--- src/rtl/aes_inv_sub_bytes_if.sv ---
// Handshake bus for the sequential InvSubBytes engine.
// AES_INV_SUB_BYTES_ABORT_EN adds the i_abort request line.
interface aes_inv_sub_bytes_if;
  localparam int unsigned DW = 128;

  logic          i_valid;
  logic          o_ready;
  logic [DW-1:0] i_data;
  logic          o_valid;
  logic          i_ready;
  logic [DW-1:0] o_data;
`ifdef AES_INV_SUB_BYTES_ABORT_EN
  logic          i_abort;
`endif

  modport slave (
`ifdef AES_INV_SUB_BYTES_ABORT_EN
    input  i_abort,
`endif
    input  i_valid, i_data, i_ready,
    output o_ready, o_valid, o_data
  );

  modport master (
`ifdef AES_INV_SUB_BYTES_ABORT_EN
    output i_abort,
`endif
    output i_valid, i_data, i_ready,
    input  o_ready, o_valid, o_data
  );
endinterface

--- src/rtl/aes_inv_sub_bytes.sv ---
// Sequential AES InvSubBytes: LANES bytes per cycle, inverse S-box computed arithmetically.
// Optional AES_INV_SUB_BYTES_ABORT_EN adds an abort request that returns BUSY/DONE to IDLE.
module aes_inv_sub_bytes #(
  parameter int unsigned LANES = 4
) (
  input  logic               i_clk,
  input  logic               i_rst,
  aes_inv_sub_bytes_if.slave bus
);
  localparam int unsigned DW     = 128;
  localparam int unsigned NCHUNK = 16 / LANES;
  localparam int unsigned CW     = (NCHUNK > 1) ? $clog2(NCHUNK) : 1;
  localparam logic [CW-1:0] LAST_CHUNK = CW'(NCHUNK - 1);
  localparam logic [7:0]    AFF_C      = 8'h05;

  typedef enum logic [1:0] {IDLE, BUSY, DONE} state_t;

  state_t        state_q, state_d;
  logic [DW-1:0] data_q, data_d;
  logic [CW-1:0] cnt_q, cnt_d;
  logic          o_valid_q, o_valid_d;
  logic          o_ready_q, o_ready_d;
  logic          take;

  function automatic logic [7:0] gf_mul(input logic [7:0] a, input logic [7:0] b);
    logic [7:0] p, aa;
    p  = 8'h00;
    aa = a;
    for (int i = 0; i < 8; i++) begin
      if (b[i]) p = p ^ aa;
      aa = aa[7] ? ({aa[6:0], 1'b0} ^ 8'h1b) : {aa[6:0], 1'b0};
    end
    return p;
  endfunction

  // x^254 via an addition chain; maps 0 to 0 naturally.
  function automatic logic [7:0] gf_inv(input logic [7:0] x);
    logic [7:0] x2, x3, x6, x12, x15, x30, x60, x120, x240, x252;
    x2   = gf_mul(x, x);
    x3   = gf_mul(x2, x);
    x6   = gf_mul(x3, x3);
    x12  = gf_mul(x6, x6);
    x15  = gf_mul(x12, x3);
    x30  = gf_mul(x15, x15);
    x60  = gf_mul(x30, x30);
    x120 = gf_mul(x60, x60);
    x240 = gf_mul(x120, x120);
    x252 = gf_mul(x240, x12);
    return gf_mul(x252, x2);
  endfunction

  function automatic logic [7:0] inv_affine(input logic [7:0] b);
    logic [7:0] r;
    for (int i = 0; i < 8; i++) begin
      r[i] = b[(i + 2) % 8] ^ b[(i + 5) % 8] ^ b[(i + 7) % 8] ^ AFF_C[i];
    end
    return r;
  endfunction

`ifdef AES_INV_SUB_BYTES_ABORT_EN
  assign take = (state_q == IDLE) && o_ready_q && bus.i_valid && !bus.i_abort;
`else
  assign take = (state_q == IDLE) && o_ready_q && bus.i_valid;
`endif

  always_comb begin
    state_d = state_q;
    data_d  = data_q;
    cnt_d   = cnt_q;
    unique case (state_q)
      IDLE: begin
        if (take) begin
          data_d  = bus.i_data;
          cnt_d   = '0;
          state_d = BUSY;
        end
      end
      BUSY: begin
        for (int l = 0; l < int'(LANES); l++) begin
          int k;
          k = int'(cnt_q) * int'(LANES) + l;
          data_d[127 - 8*k -: 8] = gf_inv(inv_affine(data_q[127 - 8*k -: 8]));
        end
        cnt_d = cnt_q + CW'(1);
        if (cnt_q == LAST_CHUNK) begin
          cnt_d   = '0;
          state_d = DONE;
        end
      end
      DONE: begin
        // i_ready only counts once o_valid is actually presented.
        if (o_valid_q && bus.i_ready) state_d = IDLE;
      end
      default: state_d = IDLE;
    endcase
`ifdef AES_INV_SUB_BYTES_ABORT_EN
    if (bus.i_abort && (state_q != IDLE)) begin
      state_d = IDLE;
      data_d  = '0;
      cnt_d   = '0;
    end
`endif
    o_valid_d = (state_q == DONE) && (state_d == DONE);
    o_ready_d = (state_q == IDLE) && (state_d == IDLE);
  end

  always_ff @(posedge i_clk or posedge i_rst) begin
    if (i_rst) begin
      state_q   <= IDLE;
      data_q    <= '0;
      cnt_q     <= '0;
      o_valid_q <= 1'b0;
      o_ready_q <= 1'b1;
    end else begin
      state_q   <= state_d;
      data_q    <= data_d;
      cnt_q     <= cnt_d;
      o_valid_q <= o_valid_d;
      o_ready_q <= o_ready_d;
    end
  end

  assign bus.o_valid = o_valid_q;
  assign bus.o_ready = o_ready_q;
  assign bus.o_data  = data_q;
endmodule

--- src/flat_wrapper.sv ---
// flat-port wrapper written by rule: the top's interface ports become plain ports
module aes_inv_sub_bytes_flat 
#(
  parameter int unsigned LANES = 4
)
  (i_clk, i_rst, bus_i_valid, bus_i_data, bus_i_ready, bus_o_ready, bus_o_valid, bus_o_data);
  aes_inv_sub_bytes_if bus_i ();
  input  logic i_clk;
  input  logic i_rst;
  input wire logic [$bits(bus_i.i_valid)-1:0] bus_i_valid;
  input wire logic [$bits(bus_i.i_data)-1:0] bus_i_data;
  input wire logic [$bits(bus_i.i_ready)-1:0] bus_i_ready;
  output wire logic [$bits(bus_i.o_ready)-1:0] bus_o_ready;
  output wire logic [$bits(bus_i.o_valid)-1:0] bus_o_valid;
  output wire logic [$bits(bus_i.o_data)-1:0] bus_o_data;
  assign bus_i.i_valid = bus_i_valid;
  assign bus_i.i_data = bus_i_data;
  assign bus_i.i_ready = bus_i_ready;
  assign bus_o_ready = bus_i.o_ready;
  assign bus_o_valid = bus_i.o_valid;
  assign bus_o_data = bus_i.o_data;
  aes_inv_sub_bytes #(.LANES(LANES)) u_core (.i_clk(i_clk), .i_rst(i_rst), .bus(bus_i));
endmodule
--- config.mk ---
export PLATFORM = sky130hd
export DESIGN_NAME = aes_inv_sub_bytes_flat
export DESIGN_NICKNAME = d
export VERILOG_FILES = /design/src/rtl/aes_inv_sub_bytes_if.sv /design/src/rtl/aes_inv_sub_bytes.sv /design/src/flat_wrapper.sv
export SDC_FILE = /design/constraint.sdc
export NUM_CORES = 2
export LEC_CHECK = 0
export CORE_MARGIN = 1
export CORE_UTILIZATION = 35
export CTS_CLUSTER_SIZE = 14
export DETAILED_ROUTE_END_ITERATION = 16
export GPL_ROUTABILITY_DRIVEN = 0
export GPL_TIMING_DRIVEN = 0
export PLACE_DENSITY = 0.51
export SYNTH_ARGS = -nofsm -noshare
export SYNTH_HDL_FRONTEND = slang
export SYNTH_SLANG_ARGS = --single-unit
--- constraint.sdc ---
create_clock -name i_clk -period 17.95 [get_ports i_clk]
set_clock_uncertainty 0.15 [all_clocks]
set_input_delay 3.59 -clock i_clk [delete_from_list [all_inputs] [get_ports i_clk]]
set_output_delay 3.59 -clock i_clk [all_outputs]
set_load 0.01 [all_outputs]
==> flow_results.org <==
** Placed design
- In this run, placement finished with an instance count of between 8,000 and 9,000.
- Input and output buffers added on the ports amount to 261.
- Worst setup slack before clock tree synthesis :: -5.157 ns
- Sum of net half-perimeters after detailed placement :: roughly 150,000 um

** STA
- Tcrit/Tclk final :: 99.94%
- For the pin with the worst max-slew slack, the measured transition is 1.321 ns.
- Based on the critical path, the design can be clocked at up to around 56 MHz.
- Final setup violation count :: 0
- The number of hold violations in the final report came to 0.
- The number of max-slew violations in the final report is 0.
- Setup slack closes at 0.01095 ns.
- Worst slew margin relative to its limit :: a little under an eighth
- Worst hold margin :: between 0.3 and 0.4 ns
- Clock period minus worst slack :: 17.94 ns
- Setup repair after global routing could not meet its margin everywhere.

** Run
- Max-cap violations in this run came to 0.

** Global route
- GRT Resource Usage Total :: about a quarter
- The via count of the first global-routing pass was ~50,000.
- Sum of overflow across all layers after global routing :: 0
- Entering global routing, the biggest net connects 79 pins.
- First-pass GRT wire length :: 307,000 um
- The initial antenna violation count came to 16.

** Yosys
- Proportion of synthesized flip-flops having asynchronous set or reset :: 100.0%
- Of the synthesized area, sequential elements account for 6.512%.
- Total nets after synthesis :: 6,761
- Per-instance average area after synthesis :: 7.805 um2
- Dominant cell type by area after synthesis :: xnor2_1
- Number of enable flip-flop cells after synthesis :: 0
- The synthesized netlist contains around 120 unique library cells.
- After synthesis, the largest area contributor takes up 20.98% of total cell area.
- Syn Std Cell Area :: between 0.05 and 0.06 mm2
- The most used flip-flop cell after synthesis is dfrtp_1.
- The synthesized design contains 134 register bits.
- Gate count after technology mapping :: 6,600
- By area the synthesized netlist is led by xnor2_1, xnor3_1, xor2_1.
- Yosys warns :: 0

** Routing
- Wire length reported by the detailed router :: 209,200 um
- The detailed router placed 53,240 vias in this run.
- Vias per Instance :: 5.591
- Wire length per cell :: 21.97 um
- After detailed routing, the number of remaining DRC violations is 0.
- The first TritonRoute pass finished after 6 iterations.
- Initial drt markers :: 4,752
- Antenna Violating Nets Remaining :: 0

** Critical path
- Buffering stage count on the worst path with inverters included :: 21
- Delay-heaviest family, CP :: XOR/XNOR gates
- Worst Setup Path Type :: flop to flop
- For this run, the slowest stage of the critical path takes 0.54 ns.
- In this run the worst path has a maximum fanout of 10.
- Worst endpoint data arrival time :: 18.22 ns
- Worst Path Required :: 18.23 ns
- STA classifies the critical path endpoint as a flop.
- Cell seen most often among critical-path stages :: xnor2_2
- Startpoint kind of the worst setup timing path :: flop
- The slowest stage of the critical path belongs to the cell xor3_2.

** Die
- The die covers between 0.1 and 0.15 mm2.
- Die X :: between 300 and 400 um
- Die Ht :: 385.6 um
- Starting density of the core :: about a third
- The region available for standard cell placement spans 0.1459 mm2.
- Std-Cell Rows :: 140
- Top-level I/O count :: ~260

** CTS
- Number of buffers created by CTS :: 17
- Clock-pin slew was measured on the worst setup and hold paths at about 0.070 ns.
- CTS Root Buffer Type :: clkbuf_16
- Hold repair after CTS inserted 0 buffers.
- TritonCTS built the clock tree.
- The clock reaches the later pin of the worst-skew pair after around 0.50 ns.
- Max H-tree Level :: 4
- TritonCTS sink count :: about 130
- Clock Path Buffers :: 2

** Final layout
- Final core utilization :: 48.92%
- Area Overhead vs Synth :: 38.57%
- Final-stage net count :: 7,748
- Layout fillers :: roughly 14,000
- Excluding fillers, the count of instances in the completed layout stands at about 9,500.
- The post-route netlist has 27.82% of its cells at a drive strength greater than 1.

** Worst hold path
- In this run the worst hold path is classified as flop to flop.

** Outcome
- The run finished with clean final reports.
## per-layer routing
layer	share of wire, %	vias up	global-route usage [%]
li1	-	24840	-
met1	44	26050	37.25
met2	44	2009	40.47
met3	9.0	319	5.601
met4	3.0	16	7.978
met5	0.045	-	0
## final timing paths
path                                       from                endpoint  slack, ns  cells after the start
max                             u_core.cnt_q[0]   u_core.bus.o_data[78]       0.01                     81
min                        u_core.bus.o_data[7]    u_core.bus.o_data[7]       0.37                      2
max reg2reg                     u_core.cnt_q[0]   u_core.bus.o_data[78]       0.01                     81
min reg2reg                u_core.bus.o_data[7]    u_core.bus.o_data[7]       0.37                      2
max in group asynchronous                 i_rst  u_core.bus.o_data[117]      13.38                      3
min in group asynchronous                 i_rst   u_core.bus.o_data[93]       3.39                      2
## tightest hold or removal path: cells and delay by family, from the launching register on
kind | cells | cell delay (ns)
simple gates | 1 | 0.05
flops | 1 | 0.37
compound gates | 1 | 0.06
## Yosys cell counts (all sizes together), types with 133 or more instances
| cell | number |
|---|---|
| a21oi | 327 |
| buf | 188 |
| clkbuf | 277 |
| dfrtp | 133 |
| mux2i | 204 |
| nand2 | 648 |
| nand3 | 138 |
| nor2 | 888 |
| o21ai | 286 |
| xnor2 | 1316 |
| xnor3 | 250 |
| xor2 | 431 |
## cell usage in the layout, fill, tap and decap left out, drive strengths merged, types with 89 or more instances in the layout
master / Yosys / layout
a21oi: 327 / 327
nor2: 888 / 888
xnor3: 250 / 252
xnor2: 1316 / 1316
clkdlybuf4s50: 0 / 261
nor3: 125 / 125
clkbuf: 277 / 289
dfrtp: 133 / 133
xor2: 431 / 431
o22ai: 89 / 89
inv: 105 / 109
nand3: 138 / 138
o21ai: 286 / 286
nand2: 648 / 648
mux2i: 204 / 204
buf: 188 / 897
## sequential cells by signal (all words and copies together) (netlist names)
register / flops
u_core.bus.o_ready: 1
u_core.state_q: 2
u_core.cnt_q: 2
u_core.bus.o_valid: 1
u_core.bus.o_data: 128
## area by class of cell
type / instances / area (um2) / area share, %
Sequential cell: 134 / 3356 / 4.701
Multi-Input combinational cell: 5890 / 52930 / 74.15
Clock buffer: 17 / 425.4 / 0.5959
Buffer: 453 / 2869 / 4.019
Timing Repair Buffer: 978 / 8770 / 12.29
Inverter: 113 / 465.4 / 0.6520
Antenna cell: 5 / 12.51 / 0.01753
Tap cell: 1917 / 2399 / 3.360
Clock inverter: 15 / 157.7 / 0.2209
## stage by stage
stage                     TNS [ns]  cell area (um2)
after detailed placement   -577.15            57070
after global placement     -571.88            56980
after floorplan                  0            51970
after CTS                        0            65610
after global routing        -22.92            71370
final                            0            71380
## cell families after synthesis
logic type	synth area share, %
muxes	6.400
buffers and inverters	4.877
AOI/OAI and AO/OA	17.11
xor gates and xnor gates	45.15
adders and majority gates	0.8404
and+or+nand+nor	19.11
DFF	6.512
## what timing repair did
item | CTS | global route
pin swaps | 274 | 336
resized for setup | 801 | 646
endpoints found under the setup margin | 128 | 128
gates cloned | 4 | 4
buffers inserted | 374 | 341
Power is left out: the tool's default activity adds up to more than one toggle a clock period on the data nets, which glitch-free logic cannot reach.
